`src/rtl/uart_bus_host.sv`:
```
// rtl/uart_bus_host.sv - bus initiator driving the UART register map from TX/RX byte streams
// Optional stall abort is compiled in when UART_HOST_TIMEOUT_EN is defined.
module uart_bus_host #(
  parameter int TxHighWater   = 6,
  parameter int TimeoutCycles = 1024
) (
  input  logic        clk,
  input  logic        nReset,
  input  logic        cfg_start,
  input  logic [15:0] cfg_rate,
  input  logic        cfg_flow,
  input  logic        tx_valid,
  output logic        tx_ready,
  input  logic [7:0]  tx_data,
  output logic        rx_valid,
  input  logic        rx_ready,
  output logic [7:0]  rx_data,
  output logic [31:0] addr,
  output logic        wen,
  output logic        ren,
  output logic [31:0] wdata,
  input  logic [31:0] rdata,
  input  logic        request_stall,
  input  logic        bus_error,
  output logic        ready,
  output logic        rx_err,
  output logic        err,
  output logic        timeout
);
  localparam logic [31:0] A_RX_DATA  = 32'd0;
  localparam logic [31:0] A_TX_DATA  = 32'd4;
  localparam logic [31:0] A_RX_STATE = 32'd8;
  localparam logic [31:0] A_TX_STATE = 32'd12;
  localparam logic [31:0] A_BAUD     = 32'd16;
  localparam logic [31:0] A_BUF_CLR  = 32'd20;
  localparam logic [31:0] A_FLOW     = 32'd24;
  localparam logic [2:0]  TX_HIGH    = 3'(TxHighWater);

  typedef enum logic [3:0] {
    RESET_WAIT, CLR, RATE, FLOW, POLL_RX, READ_RX, HOLD_RX, POLL_TX, WRITE_TX
  } state_t;

  state_t      state_q, state_d;
  logic [31:0] addr_q, addr_d, wdata_q, wdata_d;
  logic        wen_q, wen_d, ren_q, ren_d;
  logic [7:0]  hold_q, hold_d;
  logic        ready_q, ready_d, rx_err_q, rx_err_d, err_q, err_d;
  logic        req, done;
  logic        unused_rdata;

  assign req          = wen_q | ren_q;
  assign done         = req & ~request_stall;
  assign unused_rdata = ^rdata[31:8];

  assign addr     = addr_q;
  assign wdata    = wdata_q;
  assign wen      = wen_q;
  assign ren      = ren_q;
  assign rx_valid = (state_q == HOLD_RX);
  assign rx_data  = hold_q;
  assign ready    = ready_q;
  assign rx_err   = rx_err_q;
  assign err      = err_q;

`ifdef UART_HOST_TIMEOUT_EN
  localparam logic [15:0] TO_LAST = 16'(TimeoutCycles - 1);
  logic [15:0] tcnt_q, tcnt_d;
  logic        timeout_q, timeout_d;
  assign timeout = timeout_q;

  always_ff @(posedge clk) begin
    if (!nReset) begin
      tcnt_q    <= '0;
      timeout_q <= 1'b0;
    end else begin
      tcnt_q    <= tcnt_d;
      timeout_q <= timeout_d;
    end
  end
`else
  localparam int unused_timeout_cycles = TimeoutCycles;
  assign timeout = 1'b0;
`endif

  always_ff @(posedge clk) begin
    if (!nReset) begin
      state_q  <= RESET_WAIT;
      addr_q   <= '0;
      wdata_q  <= '0;
      wen_q    <= 1'b0;
      ren_q    <= 1'b0;
      hold_q   <= '0;
      ready_q  <= 1'b0;
      rx_err_q <= 1'b0;
      err_q    <= 1'b0;
    end else begin
      state_q  <= state_d;
      addr_q   <= addr_d;
      wdata_q  <= wdata_d;
      wen_q    <= wen_d;
      ren_q    <= ren_d;
      hold_q   <= hold_d;
      ready_q  <= ready_d;
      rx_err_q <= rx_err_d;
      err_q    <= err_d;
    end
  end

  // Each access state loads the request in its first cycle and leaves on completion.
  always_comb begin
    state_d  = state_q;
    addr_d   = addr_q;
    wdata_d  = wdata_q;
    wen_d    = wen_q;
    ren_d    = ren_q;
    hold_d   = hold_q;
    ready_d  = ready_q;
    rx_err_d = rx_err_q;
    err_d    = err_q;
    tx_ready = 1'b0;
`ifdef UART_HOST_TIMEOUT_EN
    tcnt_d    = tcnt_q;
    timeout_d = 1'b0;
`endif
    case (state_q)
      CLR: begin
        if (!req) begin
          addr_d  = A_BUF_CLR;
          wdata_d = 32'd1;
          wen_d   = 1'b1;
        end else if (done) begin
          wen_d   = 1'b0;
          state_d = RATE;
        end
      end
      RATE: begin
        if (!req) begin
          addr_d  = A_BAUD;
          wdata_d = {16'b0, cfg_rate};
          wen_d   = 1'b1;
        end else if (done) begin
          wen_d   = 1'b0;
          state_d = FLOW;
        end
      end
      FLOW: begin
        if (!req) begin
          addr_d  = A_FLOW;
          wdata_d = {31'b0, cfg_flow};
          wen_d   = 1'b1;
        end else if (done) begin
          wen_d   = 1'b0;
          ready_d = 1'b1;
          state_d = POLL_RX;
        end
      end
      POLL_RX: begin
        if (!req) begin
          addr_d = A_RX_STATE;
          ren_d  = 1'b1;
        end else if (done) begin
          ren_d   = 1'b0;
          // An idle TX side is skipped here so the empty loop costs two cycles per poll.
          state_d = tx_valid ? POLL_TX : POLL_RX;
          if (!bus_error) begin
            if (rdata[4]) rx_err_d = 1'b1;
            if (rdata[3] || (rdata[2:0] != 3'd0)) state_d = READ_RX;
          end
        end
      end
      READ_RX: begin
        if (!req) begin
          addr_d = A_RX_DATA;
          ren_d  = 1'b1;
        end else if (done) begin
          ren_d   = 1'b0;
          state_d = POLL_TX;
          if (!bus_error) begin
            hold_d  = rdata[7:0];
            state_d = HOLD_RX;
          end
        end
      end
      HOLD_RX: begin
        if (rx_ready) state_d = POLL_TX;
      end
      POLL_TX: begin
        if (!req) begin
          if (!tx_valid) begin
            state_d = POLL_RX;
          end else begin
            addr_d = A_TX_STATE;
            ren_d  = 1'b1;
          end
        end else if (done) begin
          ren_d   = 1'b0;
          state_d = (!bus_error && (rdata[2:0] <= TX_HIGH)) ? WRITE_TX : POLL_RX;
        end
      end
      WRITE_TX: begin
        if (!req) begin
          addr_d  = A_TX_DATA;
          wdata_d = {24'b0, tx_data};
          wen_d   = 1'b1;
        end else if (done) begin
          wen_d    = 1'b0;
          tx_ready = 1'b1;
          state_d  = POLL_RX;
        end
      end
      default: ;
    endcase

    if (done && bus_error) err_d = 1'b1;

`ifdef UART_HOST_TIMEOUT_EN
    if (done) begin
      tcnt_d = '0;
    end else if (req) begin
      if (tcnt_q == TO_LAST) begin
        tcnt_d    = '0;
        wen_d     = 1'b0;
        ren_d     = 1'b0;
        timeout_d = 1'b1;
        err_d     = 1'b1;
        state_d   = ready_q ? POLL_RX : RESET_WAIT;
      end else begin
        tcnt_d = tcnt_q + 16'd1;
      end
    end
`endif

    if (cfg_start) begin
      state_d  = CLR;
      wen_d    = 1'b0;
      ren_d    = 1'b0;
      ready_d  = 1'b0;
      rx_err_d = 1'b0;
      err_d    = 1'b0;
`ifdef UART_HOST_TIMEOUT_EN
      tcnt_d   = '0;
`endif
    end
  end
endmodule

```
`config.mk`:
```
export PLATFORM = sky130hd
export DESIGN_NAME = uart_bus_host
export DESIGN_NICKNAME = d
export VERILOG_FILES = /design/src/rtl/uart_bus_host.sv
export SDC_FILE = /design/constraint.sdc
export NUM_CORES = 1
export LEC_CHECK = 0
export BUFFER_PORTS_ARGS = -buffer_cell sky130_fd_sc_hd__buf_4
export CORE_ASPECT_RATIO = 1.75
export CORE_UTILIZATION = 40
export DETAILED_ROUTE_END_ITERATION = 16
export PLACE_DENSITY = 0.77
export SYNTH_ARGS = -nofsm -noshare
export SYNTH_HDL_FRONTEND = slang
export SYNTH_SLANG_ARGS = --single-unit
```
`constraint.sdc`:
```
create_clock -name clk -period 3 [get_ports clk]
set_clock_uncertainty 0.15 [all_clocks]
set_input_delay 0.15 -clock clk [delete_from_list [all_inputs] [get_ports clk]]
set_output_delay 0.15 -clock clk [all_outputs]
set_load 0.01 [all_outputs]
```
==> key figures <==
Synthesis
  • Synth unique cells: 57
  • Top_reg_cell synth: dfxtp_1
  • Yosys warning count: 0
  • Compound-gate portion of the synthesized area: 18.62%
  • Top cell type by total area after synthesis: dfxtp_1
  • XOR/XNOR Fraction of Synth Area: 0.7782%
  • Most common cell in the netlist: buf_4
  • Most frequent cells after synthesis: buf_4, dfxtp_1, nand2_1
  • Simple-Gate Fraction of Synth Area: between 20% and 30%
  • Synthesized area: 0.002251 mm^2
  • Seq/Total Area, Yosys: around a third
  • Post-Synth Adder-Cell Area: 0%
  • Post-synthesis mux area share: 5.336%
  • Post-synth ARST share: 0%
  • Top post-synthesis cells by area: dfxtp_1, buf_4, mux2i_1
  • Post-synth EDFFs: 0
  • Largest family of logic cells by synthesized area: simple AND/OR/NAND/NOR gates
  • Cells after Synth: 254
  • Share of the synthesized area in the top cell type: around 32%
  • FF+latch count, synth: 36
  • Syn Area/Cell: 8.862 um^2

Pwr
  • Power, Total: about 1.1 mW
  • Pint: 0.8460 mW
  • Pwr dens: between 300 and 400 mW/mm^2
  • Fraction of power spent switching nets: 23.27%
  • VDD IR max: 273.3 uV
  • P_leak: about 1.3 nW
  • Combinational share of power: 13.5%
  • Part of the power in registers: 44.5%
  • Clock power share: around two fifths
  • Sw Pwr: 0.2566 mW

Setup path
  • Slowest stage cell, crit path: dfxtp_1
  • Max stage delay on crit path: 0.78 ns
  • R2R depth: 5
  • Critical Path Start Type: flip-flop
  • CP arrival: 2.36 ns
  • Setup crit start: state_q[1]$_SDFFE_PP0P_
  • Slack of the worst reg-to-reg path: 0.73 ns
  • Kind of critical path: reg2reg
  • Worst R2R Start: state_q[1]$_SDFFE_PP0P_
  • Critical path cell sequence: and2b_4 > nor3b_4 > a22oi_1 > o2bb2ai_1 > and2_1
  • Worst Path Required: 3.09 ns
  • CP Capture Type: flip-flop
  • Reg-to-reg critical path endpoint: wdata[5]$_SDFFE_PN0P_
  • Worst-path maximum fanout: 18

Worst hold path
  • HP Start: rdata[0]
  • WHS Path Cells: 3
  • Worst Hold Endpoint: rx_data[0]$_SDFFE_PN0P_
  • Hold Crit Class: in2reg

Timing
  • Worst-Margin Slew: just over 0.7 ns
  • Final Slew Violations: 0
  • Final hold vios: 0
  • Setup TNS: 0 ns
  • FMAX: 440.8 MHz
  • Relative slew margins: 52.03%
  • Final Critical Period: roughly 2.3 ns
  • Final Setup Violations: 0
  • Final Cycle Share: approximately 76%
  • RSZ-0062 raised after global routing: false

Clocking
  • CTS tree: yes
  • Clk sink count: 36
  • Clk slew on worst S/H paths: 0.07 ns
  • CTS max path bufs: 2
  • H-tree depth: 2
  • CTS root buffer: clkbuf_8
  • Post-CTS Resized: 0
  • Num CTS Buffers: 5
  • Worst skew pair latency: 0.29 ns

Flow run
  • Max Cap Viol: 0

Cells and area
  • Synth-to-layout area growth: 27.63%
  • Net count, final: 397
  • Number of fill cells: 519
  • Diodes inserted: 0
  • Layout cells sized above 1: between 20% and 30%

Global routing
  • Total track usage: 18.32%
  • Vias in the first global route: 1,828
  • Initial antenna violation count: 0
  • Grt total ovfl: 0
  • Largest net degree at the start of global routing: 32
  • First-pass GRT wire length: 8328 um

Floorplan
  • Core Box Area: 0.005343 mm^2
  • Die H: 101.2 um
  • Row cnt: 35
  • Die width: just under 60 um
  • Die area: 0.005943 mm^2
  • Initial Util: 42.13%
  • I/O Pins: ~140

Detailed routing
  • Wirelength per Cell: 12.95 um
  • Final wirelength: between 5000 and 6000 um
  • Vias/cell: 4.880
  • Drt pass-1 iters: 4
  • DR iter-0 viols: 68
  • Vias: 1,991
  • Detail Route Antenna Nets: 0
  • DRC Markers: 0

Outcome
  • Status: finished, final reports clean

Place
  • Number of port buffers: 73
  • Placer Congestion: between 0.8 and 0.9
  • Detailed Place HPWL: roughly 3700 um
layer usage:
layer  GRT usage [%]  vias to the layer above  wire [um]
li1                -                      956          -
met1           18.35                      923       1963
met2           33.95                      100       2824
met3           4.342                       12        332
met4           9.707                        0        163
met5               0                        -          0
layout make-up:
class / instances / area [um^2] / area share (%)
Clock buffer: 7 / 96.34 / 3.354
Inverter: 1 / 3.754 / 0.1307
Timing Repair Buffer: 88 / 695.7 / 24.22
Clock inverter: 1 / 30.03 / 1.045
Sequential cell: 36 / 720.7 / 25.09
Tap cell: 74 / 92.59 / 3.223
Multi-Input combinational cell: 201 / 1234 / 42.94
stage by stage:
stage / instance area [um^2] / utilization [%] / setup slack [ns] / instances / hold WS (ns)
CTS: 2873 / 53.77 / 0.7235 / 408 / 0.001081
global route: 2873 / 53.77 / 0.5193 / 408 / 0.01006
finish: 2873 / 53.77 / 0.7312 / 408 / 0.0006499
floorplan: 2420 / - / 1.315 / 299 / 0.1407
detailed placement: 2606 / 48.78 / 0.7437 / 386 / 0.2592
global placement: 2606 / 48.78 / 0.7914 / 386 / 0.2506
how the worst max path moves through the flow:
stage,depth (start not counted),to
after CTS,5,wdata[5]$_SDFFE_PN0P_
final,5,wdata[5]$_SDFFE_PN0P_
after global placement,5,wdata[5]$_SDFFE_PN0P_
after floorplan,7,wdata[7]$_SDFFE_PN0P_
after global routing,5,wdata[5]$_SDFFE_PN0P_
after detailed placement,5,wdata[5]$_SDFFE_PN0P_
cells by family (layout without fill, tap and decap cells):
kind of cell,count (synthesis),in the layout
simple gates,85,85
buf+inv,62,97
compound gates,56,56
flops,36,36
mux,12,12
xor+xnor,2,2
other cells,1,46
what timing repair did:
item,in CTS,in global routing
hold buffers,14,0
hold endpoints to repair,15,0
setup buffers,0,0
state kept, by name, indices dropped and copies added, names as in the netlist:
register and count:
addr 3, err 1, ready 1, ren 1
rx_data 8, rx_err 1, state_q 4, wdata 16
wen 1
power groups by stage:
stage	sequential (mW)	clock (mW)	combinational, mW
finish	0.491	0.463	0.149
global route	0.491	0.496	0.163
CTS	0.490	0.476	0.148
detailed placement	0.501	0	0.133
global placement	0.501	0	0.131
floorplan	0.500	0	0.122
worst max-delay path, delay by kind of cell (launching register included):
| kind | cells | cell delay [ns] |
|---|---|---|
| AOI/OAI and AO/OA | 2 | 0.32 |
| DFF | 1 | 0.78 |
| and+or+nand+nor | 3 | 0.96 |
cells in the final DEF, fill, tap and decap left out, types with 3 or more instances in the layout:
cell type	count
o21ai_0	4
nand2_1	19
a22oi_1	7
a21boi_1	8
dfxtp_1	36
nand2b_1	5
mux2i_1	12
a31oi_1	3
buf_4	74
nor4_1	4
o2bb2ai_1	7
nand3_1	11
conb_1	46
dlygate4sd3_1	14
nor2b_1	10
clkbuf_8	7
and2_1	7
a21oi_1	8
nor2_1	9
Note: power is estimated with default switching activity, not from simulation.
